--- src/rtl/matmul_pkg.sv ---
// Shared types and default widths for the sequential 4x4 matrix-multiply engine.
package matmul_pkg;

  localparam int unsigned DATA_W = 8;
  localparam int unsigned N      = 4;
  localparam int unsigned OUT_W  = 16;

  // Accumulator wide enough for N full-width products without overflow.
  function automatic int unsigned acc_width(input int unsigned data_w, input int unsigned n);
    return 2 * data_w + $clog2(n);
  endfunction

  typedef enum logic [1:0] {
    IDLE,
    LOAD,
    MAC,
    OUT
  } state_e;

endpackage

--- src/rtl/matmul_seq_ctrl_if.sv ---
// Operand load stream, result stream and status bundle of the matmul engine.
interface matmul_seq_ctrl_if;
  import matmul_pkg::*;

  logic              start;
  logic              in_valid;
  logic [DATA_W-1:0] in_data;
  logic              in_ready;
  logic              out_valid;
  logic [OUT_W-1:0]  out_data;
  logic              out_ready;
  logic              busy;
  logic              done;
  logic              ovf;

  modport master (
    output start, in_valid, in_data, out_ready,
    input  in_ready, out_valid, out_data, busy, done, ovf
  );

  modport slave (
    input  start, in_valid, in_data, out_ready,
    output in_ready, out_valid, out_data, busy, done, ovf
  );

endinterface

--- src/rtl/matmul_mac.sv ---
// Unsigned multiply-accumulate with a registered running sum.
// acc presents the sum including the current product, so callers can capture the final term directly.
module matmul_mac #(
  parameter int unsigned OP_W  = 8,
  parameter int unsigned SUM_W = 18
) (
  input  logic             clk,
  input  logic             rst_n,
  input  logic [OP_W-1:0]  a,
  input  logic [OP_W-1:0]  b,
  input  logic             clr,
  input  logic             en,
  output logic [SUM_W-1:0] acc
);

  localparam int unsigned PROD_W = 2 * OP_W;

  logic [PROD_W-1:0] prod;
  logic [SUM_W-1:0]  acc_q;

  assign prod = PROD_W'(a) * PROD_W'(b);
  assign acc  = (clr ? '0 : acc_q) + SUM_W'(prod);

  always_ff @(posedge clk or negedge rst_n) begin
    if (!rst_n) begin
      acc_q <= '0;
    end else if (en) begin
      acc_q <= acc;
    end
  end

endmodule

--- src/rtl/matmul_seq_ctrl.sv ---
// Sequential 4x4 matrix multiplier: loads A then B, issues one MAC per cycle, streams C row-major.
// Define MATMUL_SAT_EN to saturate results at 2^OUT_W-1 and report a sticky ovf; otherwise results wrap.
module matmul_seq_ctrl
  import matmul_pkg::*;
(
  input  logic             clk,
  input  logic             rst_n,
  matmul_seq_ctrl_if.slave bus
);

  localparam int unsigned ACC_W     = acc_width(DATA_W, N);
  localparam int unsigned IDX_W     = $clog2(N);
  localparam int unsigned RF_D      = 2 * N * N;
  localparam int unsigned ADDR_W    = $clog2(RF_D);
  localparam int unsigned LAST_BEAT = RF_D - 1;

  state_e state, state_n;

  logic [IDX_W-1:0]  i_q, j_q, k_q, i_n, j_n, k_n;
  logic [ADDR_W-1:0] ld_q, ld_n;
  logic              in_ready_q, in_ready_n;
  logic              out_valid_q, out_valid_n;
  logic [OUT_W-1:0]  out_data_q, out_data_n;
  logic              busy_q, busy_n;
  logic              done_q, done_n;
  logic              ovf_q, ovf_n;

  logic [DATA_W-1:0] rf [RF_D];

  logic              hs_in_c, hs_out_c;
  logic              mac_en_c, mac_clr_c, rf_we_c;
  logic [ADDR_W-1:0] a_addr_c, b_addr_c;
  logic [DATA_W-1:0] mac_a_c, mac_b_c;
  logic [ACC_W-1:0]  mac_sum_c;

  assign hs_in_c  = bus.in_valid & in_ready_q;
  assign hs_out_c = bus.out_ready & out_valid_q;

  // A occupies rf[0 .. N*N-1], B follows; both row-major.
  assign a_addr_c = ADDR_W'(i_q) * ADDR_W'(N) + ADDR_W'(k_q);
  assign b_addr_c = ADDR_W'(N * N) + ADDR_W'(k_q) * ADDR_W'(N) + ADDR_W'(j_q);

  // Operands forced to zero outside MAC so the start-time clear leaves acc at 0.
  assign mac_a_c = (state == MAC) ? rf[a_addr_c] : '0;
  assign mac_b_c = (state == MAC) ? rf[b_addr_c] : '0;

  matmul_mac #(
    .OP_W  (DATA_W),
    .SUM_W (ACC_W)
  ) u_mac (
    .clk   (clk),
    .rst_n (rst_n),
    .a     (mac_a_c),
    .b     (mac_b_c),
    .clr   (mac_clr_c),
    .en    (mac_en_c),
    .acc   (mac_sum_c)
  );

`ifndef MATMUL_SAT_EN
  logic unused_sum_hi_c;
  assign unused_sum_hi_c = ^mac_sum_c[ACC_W-1:OUT_W];
`endif

  always_ff @(posedge clk or negedge rst_n) begin
    if (!rst_n) begin
      state <= IDLE;
    end else begin
      state <= state_n;
    end
  end

  // Next-state, counters and registered-output next values.
  always_comb begin
    state_n     = state;
    i_n         = i_q;
    j_n         = j_q;
    k_n         = k_q;
    ld_n        = ld_q;
    in_ready_n  = in_ready_q;
    out_valid_n = out_valid_q;
    out_data_n  = out_data_q;
    busy_n      = busy_q;
    done_n      = 1'b0;
    ovf_n       = ovf_q;
    mac_en_c    = 1'b0;
    mac_clr_c   = 1'b0;
    rf_we_c     = 1'b0;

    case (state)
      IDLE: begin
        // start coinciding with the done pulse is deliberately ignored
        if (bus.start && !done_q) begin
          state_n    = LOAD;
          i_n        = '0;
          j_n        = '0;
          k_n        = '0;
          ld_n       = '0;
          ovf_n      = 1'b0;
          in_ready_n = 1'b1;
          busy_n     = 1'b1;
          mac_en_c   = 1'b1;
          mac_clr_c  = 1'b1;
        end
      end

      LOAD: begin
        if (hs_in_c) begin
          rf_we_c = 1'b1;
          ld_n    = ld_q + ADDR_W'(1);
          if (ld_q == ADDR_W'(LAST_BEAT)) begin
            state_n    = MAC;
            in_ready_n = 1'b0;
          end
        end
      end

      MAC: begin
        mac_en_c  = 1'b1;
        mac_clr_c = (k_q == '0);
        if (k_q == IDX_W'(N - 1)) begin
          state_n     = OUT;
          k_n         = '0;
          out_valid_n = 1'b1;
`ifdef MATMUL_SAT_EN
          if (|mac_sum_c[ACC_W-1:OUT_W]) begin
            out_data_n = '1;
            ovf_n      = 1'b1;
          end else begin
            out_data_n = mac_sum_c[OUT_W-1:0];
          end
`else
          out_data_n = mac_sum_c[OUT_W-1:0];
`endif
        end else begin
          k_n = k_q + IDX_W'(1);
        end
      end

      OUT: begin
        if (hs_out_c) begin
          out_valid_n = 1'b0;
          if (i_q == IDX_W'(N - 1) && j_q == IDX_W'(N - 1)) begin
            state_n = IDLE;
            busy_n  = 1'b0;
            done_n  = 1'b1;
          end else begin
            state_n = MAC;
            if (j_q == IDX_W'(N - 1)) begin
              j_n = '0;
              i_n = i_q + IDX_W'(1);
            end else begin
              j_n = j_q + IDX_W'(1);
            end
          end
        end
      end

      default: state_n = IDLE;
    endcase
  end

  always_ff @(posedge clk or negedge rst_n) begin
    if (!rst_n) begin
      i_q         <= '0;
      j_q         <= '0;
      k_q         <= '0;
      ld_q        <= '0;
      in_ready_q  <= 1'b0;
      out_valid_q <= 1'b0;
      out_data_q  <= '0;
      busy_q      <= 1'b0;
      done_q      <= 1'b0;
      ovf_q       <= 1'b0;
    end else begin
      i_q         <= i_n;
      j_q         <= j_n;
      k_q         <= k_n;
      ld_q        <= ld_n;
      in_ready_q  <= in_ready_n;
      out_valid_q <= out_valid_n;
      out_data_q  <= out_data_n;
      busy_q      <= busy_n;
      done_q      <= done_n;
      ovf_q       <= ovf_n;
    end
  end

  // Operand storage needs no reset; every entry is rewritten before use.
  always_ff @(posedge clk) begin
    if (rf_we_c) begin
      rf[ld_q] <= bus.in_data;
    end
  end

  assign bus.in_ready  = in_ready_q;
  assign bus.out_valid = out_valid_q;
  assign bus.out_data  = out_data_q;
  assign bus.busy      = busy_q;
  assign bus.done      = done_q;
  assign bus.ovf       = ovf_q;

endmodule
--- src/flat_wrapper.sv ---
// flat-port wrapper written by rule: the top's interface ports become plain ports
module matmul_seq_ctrl_flat import matmul_pkg::*;
  (clk, rst_n, bus_start, bus_in_valid, bus_in_data, bus_out_ready, bus_in_ready, bus_out_valid, bus_out_data, bus_busy, bus_done, bus_ovf);
  matmul_seq_ctrl_if bus_i ();
  input  logic clk;
  input  logic rst_n;
  input wire logic [$bits(bus_i.start)-1:0] bus_start;
  input wire logic [$bits(bus_i.in_valid)-1:0] bus_in_valid;
  input wire logic [$bits(bus_i.in_data)-1:0] bus_in_data;
  input wire logic [$bits(bus_i.out_ready)-1:0] bus_out_ready;
  output wire logic [$bits(bus_i.in_ready)-1:0] bus_in_ready;
  output wire logic [$bits(bus_i.out_valid)-1:0] bus_out_valid;
  output wire logic [$bits(bus_i.out_data)-1:0] bus_out_data;
  output wire logic [$bits(bus_i.busy)-1:0] bus_busy;
  output wire logic [$bits(bus_i.done)-1:0] bus_done;
  output wire logic [$bits(bus_i.ovf)-1:0] bus_ovf;
  assign bus_i.start = bus_start;
  assign bus_i.in_valid = bus_in_valid;
  assign bus_i.in_data = bus_in_data;
  assign bus_i.out_ready = bus_out_ready;
  assign bus_in_ready = bus_i.in_ready;
  assign bus_out_valid = bus_i.out_valid;
  assign bus_out_data = bus_i.out_data;
  assign bus_busy = bus_i.busy;
  assign bus_done = bus_i.done;
  assign bus_ovf = bus_i.ovf;
  matmul_seq_ctrl u_core (.clk(clk), .rst_n(rst_n), .bus(bus_i));
endmodule
--- config.mk ---
export PLATFORM = sky130hd
export DESIGN_NAME = matmul_seq_ctrl_flat
export DESIGN_NICKNAME = d
export VERILOG_FILES = /design/src/rtl/matmul_pkg.sv /design/src/rtl/matmul_seq_ctrl_if.sv /design/src/rtl/matmul_mac.sv /design/src/rtl/matmul_seq_ctrl.sv /design/src/flat_wrapper.sv
export SDC_FILE = /design/constraint.sdc
export NUM_CORES = 1
export LEC_CHECK = 0
export CORE_ASPECT_RATIO = 0.8
export CORE_MARGIN = 2
export CORE_UTILIZATION = 62
export DETAILED_ROUTE_END_ITERATION = 12
export PLACE_DENSITY = 0.8
export SETUP_SLACK_MARGIN = 0.2
export SLEW_MARGIN = 30
export SYNTH_ARGS = -nofsm -noshare
export SYNTH_HDL_FRONTEND = slang
export SYNTH_SLANG_ARGS = --single-unit
--- constraint.sdc ---
create_clock -name clk -period 7.5 [get_ports clk]
set_input_delay 1.125 -clock clk [delete_from_list [all_inputs] [get_ports clk]]
set_output_delay 1.125 -clock clk [all_outputs]
set_load 0.02 [all_outputs]
==> impl_metrics.toml, run 1 <==
[status]
status = "completed"

[setup_path]
criticalPathCategory = "reg2reg"
path_max_fanout = 26
crit_required_ns = 7.94
end_kind = "flop"
rr_worst_depth = 17
reg2reg_setup_slack_ns = 1.38
critPathLaunchType = "flop"
critPathArrivalTime_ns = 6.56
timing.rr.start = "u_core.k_q[0]"
worstReg2RegEnd = "u_core.bus.out_data[12]"

[global_route]
overflow = 0
grt_use_total = 0.264
grt_max_degree = 50
grt_pass1_wl_um = 49400
antenna_found_initial = 0
grt_pass1_vias = 8539

[place]
pre_cts_slack_ns = 1.36
io_buffers = 32
dp_hpwl_um = 21700
placedCellCount = 1302
gp_congestion = 0.905
placed_area_um2 = 15500

[clocking]
postCtsHoldBufs = 0
htree_num_levels = 1
cts.clk_slew.worst_paths_ns = 0.06
cts_buffers = 29
cts_resized = 0
cts_tree = "yes"
postCtsSetupBuffers = 0
cts.sinks = 305
cts_root_buffer = "clkbuf_16"
clkLatencyLatePin_ns = 0.58
cts_buffer_depth = 3

[sta]
finalCriticalPeriod_ns = 6.12
fin_skew_ns = 0.0323
maxSlewHeadroom = 0.293
rsz0062_at_grt = "no"
hold_viol_final = 0
fmax_mhz = 163
setup_violations = 0
worst_pin_slew_ns = 1.06
timing.final.ws_setup_ns = 1.38
finalCritPeriodShare = 0.817
maxSlewViolCount = 0
setup_tns_ns = 0
hold_slack_ns = 0.463

[routing]
drc = 0
vias = 8389
wl_met1_um = 13500
finalWirelength_um = 31500
postRouteAntennaNets = 0
dr.pass1.iters = 5
first_iter_violations = 1085
avgViaCountPerCell = 6.19
met2_length_um = 14700
highest_layer = "met4"
wl_met3_um = 2460
routedWlPerCell_um = 23.2

[yosys]
synthAdderAreaFrac = 0.108
ys_dominant_reg_cell = "edfxtp_1"
syn_inst = 981
syn_avg_cell_area_um2 = 15.2
synth_compound_area_frac = 0.0389
synth-xor-area-share = 0.00588
synth_top_family_by_area = "multiplexers"
synthTopCellsByArea = "edfxtp_1 52%, mux4_2 11%, dfrtp_1 8.2%"
yosys.area_share.simple = 0.0777
synth_top_area_cell = "edfxtp_1"
synthArstFlopShare = 0.161
muxShareOfSynthArea = 0.133
synth.distinct_cells = 57
synth_nets = 1093
ys_seq_area_frac = 0.599
synth_top_area_frac = 0.516
synth-edff-count = 256
ys_warn_count = 0
synthesis.area_um2 = 14900
ys_ff_latch = 305

[worst_hold_path]
hold_start = "u_core.u_mac.acc_q[0]"
hold_path.class = "reg2reg"
worstHoldEndpoint = "u_core.u_mac.acc_q[0]"
min_path_cells = 2

[floorplan]
core-area_um2 = 23500
fp.dieH_um = 143
rows = 50
dieArea_um2 = 25300
io_pins = 34
chipWidth_um = 177
start_util = 0.635

[power]
seq_power_share = 0.354
ir_worst_vdd_mv = 0.258
p_leak_nw = 6.10
power.density_nw_per_um2 = 365
intPower_w = 0.00377
clkPwrFrac = 0.231
p_sw_w = 0.00221
p_comb_frac = 0.415
swShare = 0.369

[final_layout]
final_cell_area_um2 = 16400
layout_commonest_cell = "edfxtp_1"
syn_to_final_growth_pct = 9.91
final_net_count = 1133
layout_common_cells = "256 x edfxtp_1, 98 x nand2_1, 89 x inv_1"
instances_no_fill = 1356
drive_gt1_frac = 0.162
antenna_cells = 0

[run]
drv_cap = 0
==> worst max-delay path by stage <==
stage                             start  slack [ns]  cells after the start                 endpoint
after CTS                 u_core.k_q[0]        1.33                     17   u_core.u_mac.acc_q[12]
final                     u_core.k_q[0]        1.38                     17  u_core.bus.out_data[12]
after global routing      u_core.j_q[0]        0.99                     19  u_core.bus.out_data[12]
after floorplan               bus_start        1.79                     17  u_core.bus.out_data[12]
after detailed placement  u_core.k_q[0]        1.36                     17   u_core.u_mac.acc_q[12]
after global placement        bus_start        1.43                     18  u_core.bus.out_data[12]
==> cells by family (layout without fill, tap and decap cells) <==
logic type | count (synthesis) | in the layout
buf+inv | 126 | 189
mux | 105 | 105
xor+xnor | 10 | 10
fa+ha+maj | 99 | 99
compound gates | 88 | 88
simple gates | 247 | 247
flops | 305 | 305
other cells | 1 | 1
==> metrics by stage <==
step                      total power, W   util
after detailed placement         0.00460  0.659
after global routing             0.00637  0.697
after floorplan                  0.00395      -
after global placement           0.00456  0.661
after CTS                        0.00599  0.698
final                            0.00597  0.697
==> routing by layer <==
layer	vias up	global-route usage
li1	3682	-
met1	4263	0.392
met2	383	0.413
met3	61	0.0451
met4	0	0.0738
met5	-	0
==> layout make-up <==
cell class                      count  area, um2
Sequential cell                   305       8920
Fill cell                        1558       7100
Multi-Input combinational cell    550       5420
Clock buffer                       34        774
Timing Repair Buffer               45        398
Tap cell                          312        390
Inverter                           90        338
Clock inverter                     20        123
==> registers in the layout (all words and copies together), names as in the netlist <==
signal and flops:
u_core.u_mac.acc_q 16, u_core.bus.done 1, u_core.bus.busy 1, u_core.rf 256
u_core.bus.in_ready 1, u_core.j_q 2, u_core.state 2, u_core.ld_q 5
u_core.bus.out_data 16, u_core.i_q 2, u_core.bus.out_valid 1, u_core.k_q 2
==> cell usage after synthesis, types with 4 or more instances <==
cell / count
edfxtp_1: 256
nand2_1: 98
inv_1: 89
mux4_2: 71
nor2_1: 55
fa_1: 50
dfrtp_1: 49
ha_1: 49
a21oi_1: 21
and2_1: 20
o21ai_0: 20
clkbuf_1: 19
nand3_1: 18
mux2i_1: 17
mux2_2: 16
and3_1: 15
nand2b_1: 11
nor2b_1: 9
and2_4: 6
buf_6: 6
buf_4: 5
o31ai_1: 5
xnor2_1: 5
xor2_1: 5
a21o_1: 4
a22o_1: 4
nor3_1: 4
o21a_1: 4
==> critical path, cell delays in order (launching register included) <==
cell and delay (ns):
dfrtp_4 0.75, buf_4 0.27, mux4_2 0.52, mux4_2 0.52, and2_4 0.21, nor2b_1 0.15, fa_1 0.56, inv_1 0.05
fa_1 0.53, inv_1 0.05, fa_1 0.49, fa_1 0.42, ha_1 0.35, o21a_1 0.22, o21ai_0 0.23, o311ai_0 0.19
xor2_1 0.18, mux2_2 0.28
==> power by group through the flow <==
stage	logic (W)	registers, W	clock network (W)
2_1_floorplan	0.00184	0.00211	0
3_3_place_gp	0.00241	0.00214	0
3_5_place_dp	0.00246	0.00215	0
4_1_cts	0.00248	0.00211	0.00140
5_1_grt	0.00278	0.00213	0.00146
6_report	0.00248	0.00211	0.00138
Power figures use the tool's default switching activity.
==> inputs of run 2 (changes only) <==
--- a/config.mk
+++ b/config.mk
@@ -7,9 +7,9 @@
 export LEC_CHECK = 0
 export CORE_ASPECT_RATIO = 0.8
 export CORE_MARGIN = 2
-export CORE_UTILIZATION = 62
+export CORE_UTILIZATION = 56
 export DETAILED_ROUTE_END_ITERATION = 12
-export PLACE_DENSITY = 0.8
+export PLACE_DENSITY = 0.76
 export SETUP_SLACK_MARGIN = 0.2
 export SLEW_MARGIN = 30
 export SYNTH_ARGS = -nofsm -noshare
==> constraint.sdc (replaced) <==
create_clock -name clk -period 5.18 [get_ports clk]
set_input_delay 0.777 -clock clk [delete_from_list [all_inputs] [get_ports clk]]
set_output_delay 0.777 -clock clk [all_outputs]
set_load 0.02 [all_outputs]
==> impl_metrics.toml, run 2 (synthesis gave the netlist of run 1 again) <==
[status]
status = "finished with violations"
violations = "negative setup slack"

[global_route]
grt_use_total = 0.256
met2_usage = 0.411
grt.busiest_layer = "met2"
grt_max_degree = 37
use_met1 = 0.375
overflow = 0
antenna_found_initial = 0
met3_usage = 0.0377
grt_pass1_vias = 8903
grt_pass1_wl_um = 52400

[sta]
finalCriticalPeriod_ns = 5.64
timing.final.ws_setup_ns = -0.458
rsz0062_at_grt = "yes"
setup_violations = 18
maxSlewHeadroom = 0.361
setup_tns_ns = -5.84
finalCritPeriodShare = 1.09
hold_viol_final = 0
fmax_mhz = 177
maxSlewViolCount = 0
fin_skew_ns = 0.0251
worst_pin_slew_ns = 0.954

[floorplan]
rows = 53
start_util = 0.568
chipWidth_um = 186
io_pins = 34
fp.dieH_um = 150
dieArea_um2 = 27900
core-area_um2 = 26200

[place]
io_buffers = 32
gp_congestion = 0.868
placed_area_um2 = 16200
pre_cts_slack_ns = -0.425
dp_hpwl_um = 22200
placedCellCount = 1410

[routing]
dr.pass1.iters = 5
drc = 0
first_iter_violations = 909
postRouteAntennaNets = 0
routedWlPerCell_um = 22.8
finalWirelength_um = 34400
vias = 8857
avgViaCountPerCell = 5.89

[power]
total_power_w = 0.0106
p_leak_nw = 6.75
power.density_nw_per_um2 = 590
ir_worst_vdd_mv = 0.425

[final_layout]
layout_common_cells = "256 x edfxtp_1, 91 x nand2_1, 90 x buf_4"
instances_no_fill = 1505
antenna_cells = 0
largest_reg_flops = 256
final_net_count = 1237
final_cell_area_um2 = 17900
regMostFlops = "u_core.rf"
syn_to_final_growth_pct = 20.5
layout_commonest_cell = "edfxtp_1"
drive_gt1_frac = 0.301

[setup_path]
cpMostUsedCell = "fa_1"
setup.worst_path.start = "u_core.k_q[0]"
reg2reg_setup_slack_ns = -0.46
crit_chain = "buf_12, mux4_2, mux4_2, buf_6, and3_4, fa_1, inv_2, fa_1, inv_1, fa_1, fa_1, ha_4, o21a_1, o21ai_2, o311ai_2, xor2_1, mux2_4"
slowest_stage = "mux4_2"
critPathLaunchType = "flop"
worstReg2RegEnd = "u_core.u_mac.acc_q[12]"
rr_worst_depth = 17
crit_required_ns = 5.63
cp_top_family = "adder cells"
path_max_fanout = 8
end_kind = "flop"
criticalPathCategory = "reg2reg"
timing.rr.start = "u_core.k_q[0]"
critPathArrivalTime_ns = 6.08
critPathBufInv = 4
slowest_delay_ns = 0.57

[clocking]
cts.clk_slew.worst_paths_ns = 0.07
cts_root_buffer = "clkbuf_16"
cts_buffers = 29
htree_num_levels = 1
cts.sinks = 305
cts_tree = "yes"
clkLatencyLatePin_ns = 0.57
cts_buffer_depth = 3

[run]
drv_cap = 0

[worst_hold_path]
hold_path.class = "in2async"
-- run 2: layer usage --
layer	routed length (um)	vias up
met4	789	0
met1	14900	4586
met5	0	-
li1	-	3895
met2	16800	322
met3	1900	54
-- run 2: where the power goes --
part | internal [W] | switching, W | total, W
Clock | 0.00132 | 0.000934 | 0.00225
Sequential | 0.00286 | 0.000156 | 0.00301
Combinational | 0.00257 | 0.00276 | 0.00532
-- run 2: worst max path at each step --
stage                                    to  slack [ns]  cells past startpoint
floorplan           u_core.bus.out_data[12]       -0.01                     18
global placement    u_core.bus.out_data[12]       -0.31                     18
detailed placement   u_core.u_mac.acc_q[15]       -0.42                     17
CTS                 u_core.bus.out_data[13]       -0.33                     18
global route        u_core.bus.out_data[13]       -0.58                     18
finish               u_core.u_mac.acc_q[12]       -0.46                     17
-- run 2: final cells by class --
class	count	area, um2
clock inverter	15	218
clock buffer	39	783
inverter	90	338
fill	1677	8260
multi-input combinational	550	5860
tap	357	447
timing repair buffer	149	1370
sequential	305	8920
-- run 2: repair_timing --
item	4_1_cts	5_1_grt
pin swaps	42	31
hold buffers	0	0
buffers inserted	25	14
endpoints found under the setup margin	20	24
gates resized for setup	45	55
cloned	2	0
-- run 2: stage by stage --
stage	hold WS, ns	util
floorplan	0.430	-
global placement	0.455	0.620
detailed placement	0.452	0.619
CTS	0.254	0.673
global route	0.294	0.685
finish	0.248	0.685
==> inputs of run 3 (changes only) <==
--- a/config.mk
+++ b/config.mk
@@ -5,6 +5,7 @@
 export SDC_FILE = /design/constraint.sdc
 export NUM_CORES = 1
 export LEC_CHECK = 0
+export ABC_CLOCK_PERIOD_IN_PS = 5180
 export CORE_ASPECT_RATIO = 0.8
 export CORE_MARGIN = 2
 export CORE_UTILIZATION = 56
==> results of run 3 <==
Same layout as run 2: the final DEF is identical, and so are final timing and power.
==> patch (flow settings as in run 2) <==
Set the package constant `DATA_W` to 10 (it was 8).
--- a/src/rtl/matmul_pkg.sv
+++ b/src/rtl/matmul_pkg.sv
@@ -1,7 +1,7 @@
 // Shared types and default widths for the sequential 4x4 matrix-multiply engine.
 package matmul_pkg;
 
-  localparam int unsigned DATA_W = 8;
+  localparam int unsigned DATA_W = 10;
   localparam int unsigned N      = 4;
   localparam int unsigned OUT_W  = 16;
 
Ports: changed (resized bus_in_data); port bits go from 34 to 36. No check against the original RTL was run, so the function may have changed too.
==> patch against run 2 <==
The flow still finishes with violations (negative setup slack). Final area rose by 22%. Routed wire length rose by 29%. Non-clock buffer count rose by 62. Final cell count rose by 21%. Largest cell class unchanged. Critical path depth rose by 5. Synthesized area rose by 21%. Highest routed layer unchanged. Synthesized cell count rose by 19%. Worst setup slack got worse by 0.50 ns. Global-route usage rose by 1.7 points. Sequential cell count rose by 64.
Power is not compared: it rests on default switching activity, and its combinational part moved more than twofold at a synthesized area within 25%.
==> patch: results (changes against run 2) <==
Synth:
- The post-synthesis net count is 1305 (was 1093).
- The distinct cell type count after synthesis is 52 (was 57).
- The count of flip-flops with a built-in enable after synthesis came to 320 (was 256).
- The proportion of synthesized chip area in sequential cells came to 60.2% (was 59.9%).
- The share of flip-flops with an asynchronous set or reset after synthesis is 13.3% (was 16.1%).
- Ranking of synthesized cells by area: edfxtp_1, mux4_2, fa_1 (was edfxtp_1, mux4_2, dfrtp_1).
- Top post-synthesis cells by count: edfxtp_1, nand2_1, inv_1, nor2_1, mux4_2 (was edfxtp_1, nand2_1, inv_1, mux4_2, nor2_1).

Global routing:
- The global-route wire length before repair is 66.7 mm (was 52.4 mm).
- The total track usage came to 27.3% (was 25.6%).
- The via count of the first global-routing pass is 10993 (was 8903).
- The initial antenna violation count was 1 (was 0).

STA:
- The slew at the pin closest to its max-slew limit is 0.967 ns (was 0.954 ns).
- The slack of the critical path is -0.958 ns (was -0.458 ns).
- The final worst clock skew came to 0.0282 ns (was 0.0251 ns).
- The setup-violating endpoint count in the final report is 24 (was 18).

Outcome:
- Outcome: finished, violations left (unchanged).
- Violations in the final reports: negative setup slack (unchanged).

Setup path:
- The largest fanout on the critical path is 6 (was 8).
- The maximum single-stage delay on the critical path was 0.61 ns (was 0.57 ns).
- The data arrival time of the critical path was 6.55 ns (was 6.08 ns).

Placement:
- The weighted congestion reported at the end of routability-driven placement is 0.941 (was 0.868).
- The number of port buffers is 34 (was 32).
- The sum of net half-perimeters after detailed placement is 29.9 mm (was 22.2 mm).

Drt:
- The routed length per instance is 24.3 um (was 22.8 um).
- The via-per-instance ratio is 5.87 (was 5.89).
- The DRC violation total after the first TritonRoute iteration is 945 (was 909).

Clock network:
- The clock edge transition at the registers on the reported setup and hold paths is around 0.06 ns.
- The number of CTS-inserted buffers was 37 (was 29).
- The deepest level of the CTS H-tree is 2 (was 1).
- The source-to-sink clock delay at the later pin of the worst-skew pair came to 0.55 ns (was 0.57 ns).

Finish:
- The fraction of final layout cells sized beyond drive strength 1 is 32.9% (was 30.1%).
- The flip-flop count of the largest register, all copies and words added is 320 (was 256).
patch: worst paths after layout:
| check | slack [ns] | from | end | cells after the start |
|---|---|---|---|---|
| hold / removal | 0.35 | rst_n | u_core.bus.out_data[12] | 2 |
| max in group asynchronous | 4.35 | rst_n | u_core.k_q[0] | 2 |
| setup / recovery | -0.96 | u_core.k_q[0] | u_core.bus.out_data[15] | 22 |
| min in group clk | 0.46 | u_core.u_mac.acc_q[1] | u_core.u_mac.acc_q[1] | 2 |
| setup reg to reg | -0.96 | u_core.k_q[0] | u_core.bus.out_data[15] | 22 |
| hold reg to reg | 0.46 | u_core.u_mac.acc_q[1] | u_core.u_mac.acc_q[1] | 2 |
patch: what timing repair did:
item | CTS | global route
pin swaps | 31 | 8
endpoints found under the setup margin | 24 | 25
buffers inserted | 15 | 9
hold endpoints to repair | 0 | 0
gates cloned | 1 | 0
gates resized for setup | 46 | 42
patch: final cells by class:
class	count	area (um2)
Clock buffer	45	956
Sequential cell	369	10800
Clock inverter	20	216
Multi-Input combinational cell	632	6980
Fill cell	2000	9660
Timing Repair Buffer	211	1850
Inverter	122	463
Antenna cell	2	5.00
Tap cell	420	526
patch: metrics by stage:
step           instance area, um2  hold slack (ns)  power, mW  instances
2_1_floorplan               18300            0.430       3.30       1164
3_3_place_gp                20100            0.444       3.36       1729
3_5_place_dp                20100            0.448       3.36       1729
4_1_cts                     21600            0.362       5.93       1810
5_1_grt                     21800            0.404       6.05       1819
6_report                    21800            0.348       5.91       1821
patch: cell families (layout without fill, tap and decap cells):
| kind of cell | Yosys count | count (layout) | synth area share [%] |
|---|---|---|---|
| other | 1 | 3 | 0.0208 |
| adders and majority gates | 126 | 126 | 11.8 |
| buffers and inverters | 163 | 398 | 3.76 |
| and+or+nand+nor | 291 | 291 | 7.14 |
| xor gates and xnor gates | 19 | 19 | 1.00 |
| AOI/OAI and AO/OA | 70 | 70 | 2.50 |
| DFF | 369 | 369 | 60.2 |
| muxes | 125 | 125 | 13.6 |
patch: per-layer routing:
layer	global-route usage, %	vias to the layer above	wire, um
li1	-	4630	-
met1	38.7	5374	17800
met2	43.1	605	20900
met3	5.91	88	4320
met4	8.33	0	1190
met5	0	-	0
patch: power groups by stage:
stage / clock network (mW) / registers [mW] / logic [mW]
final: 2.61 / 3.23 / 0.0674
after global placement: 0 / 3.29 / 0.0662
after global routing: 2.75 / 3.23 / 0.0734
after floorplan: 0 / 3.29 / 0.00434
after detailed placement: 0 / 3.29 / 0.0681
after CTS: 2.63 / 3.23 / 0.0679
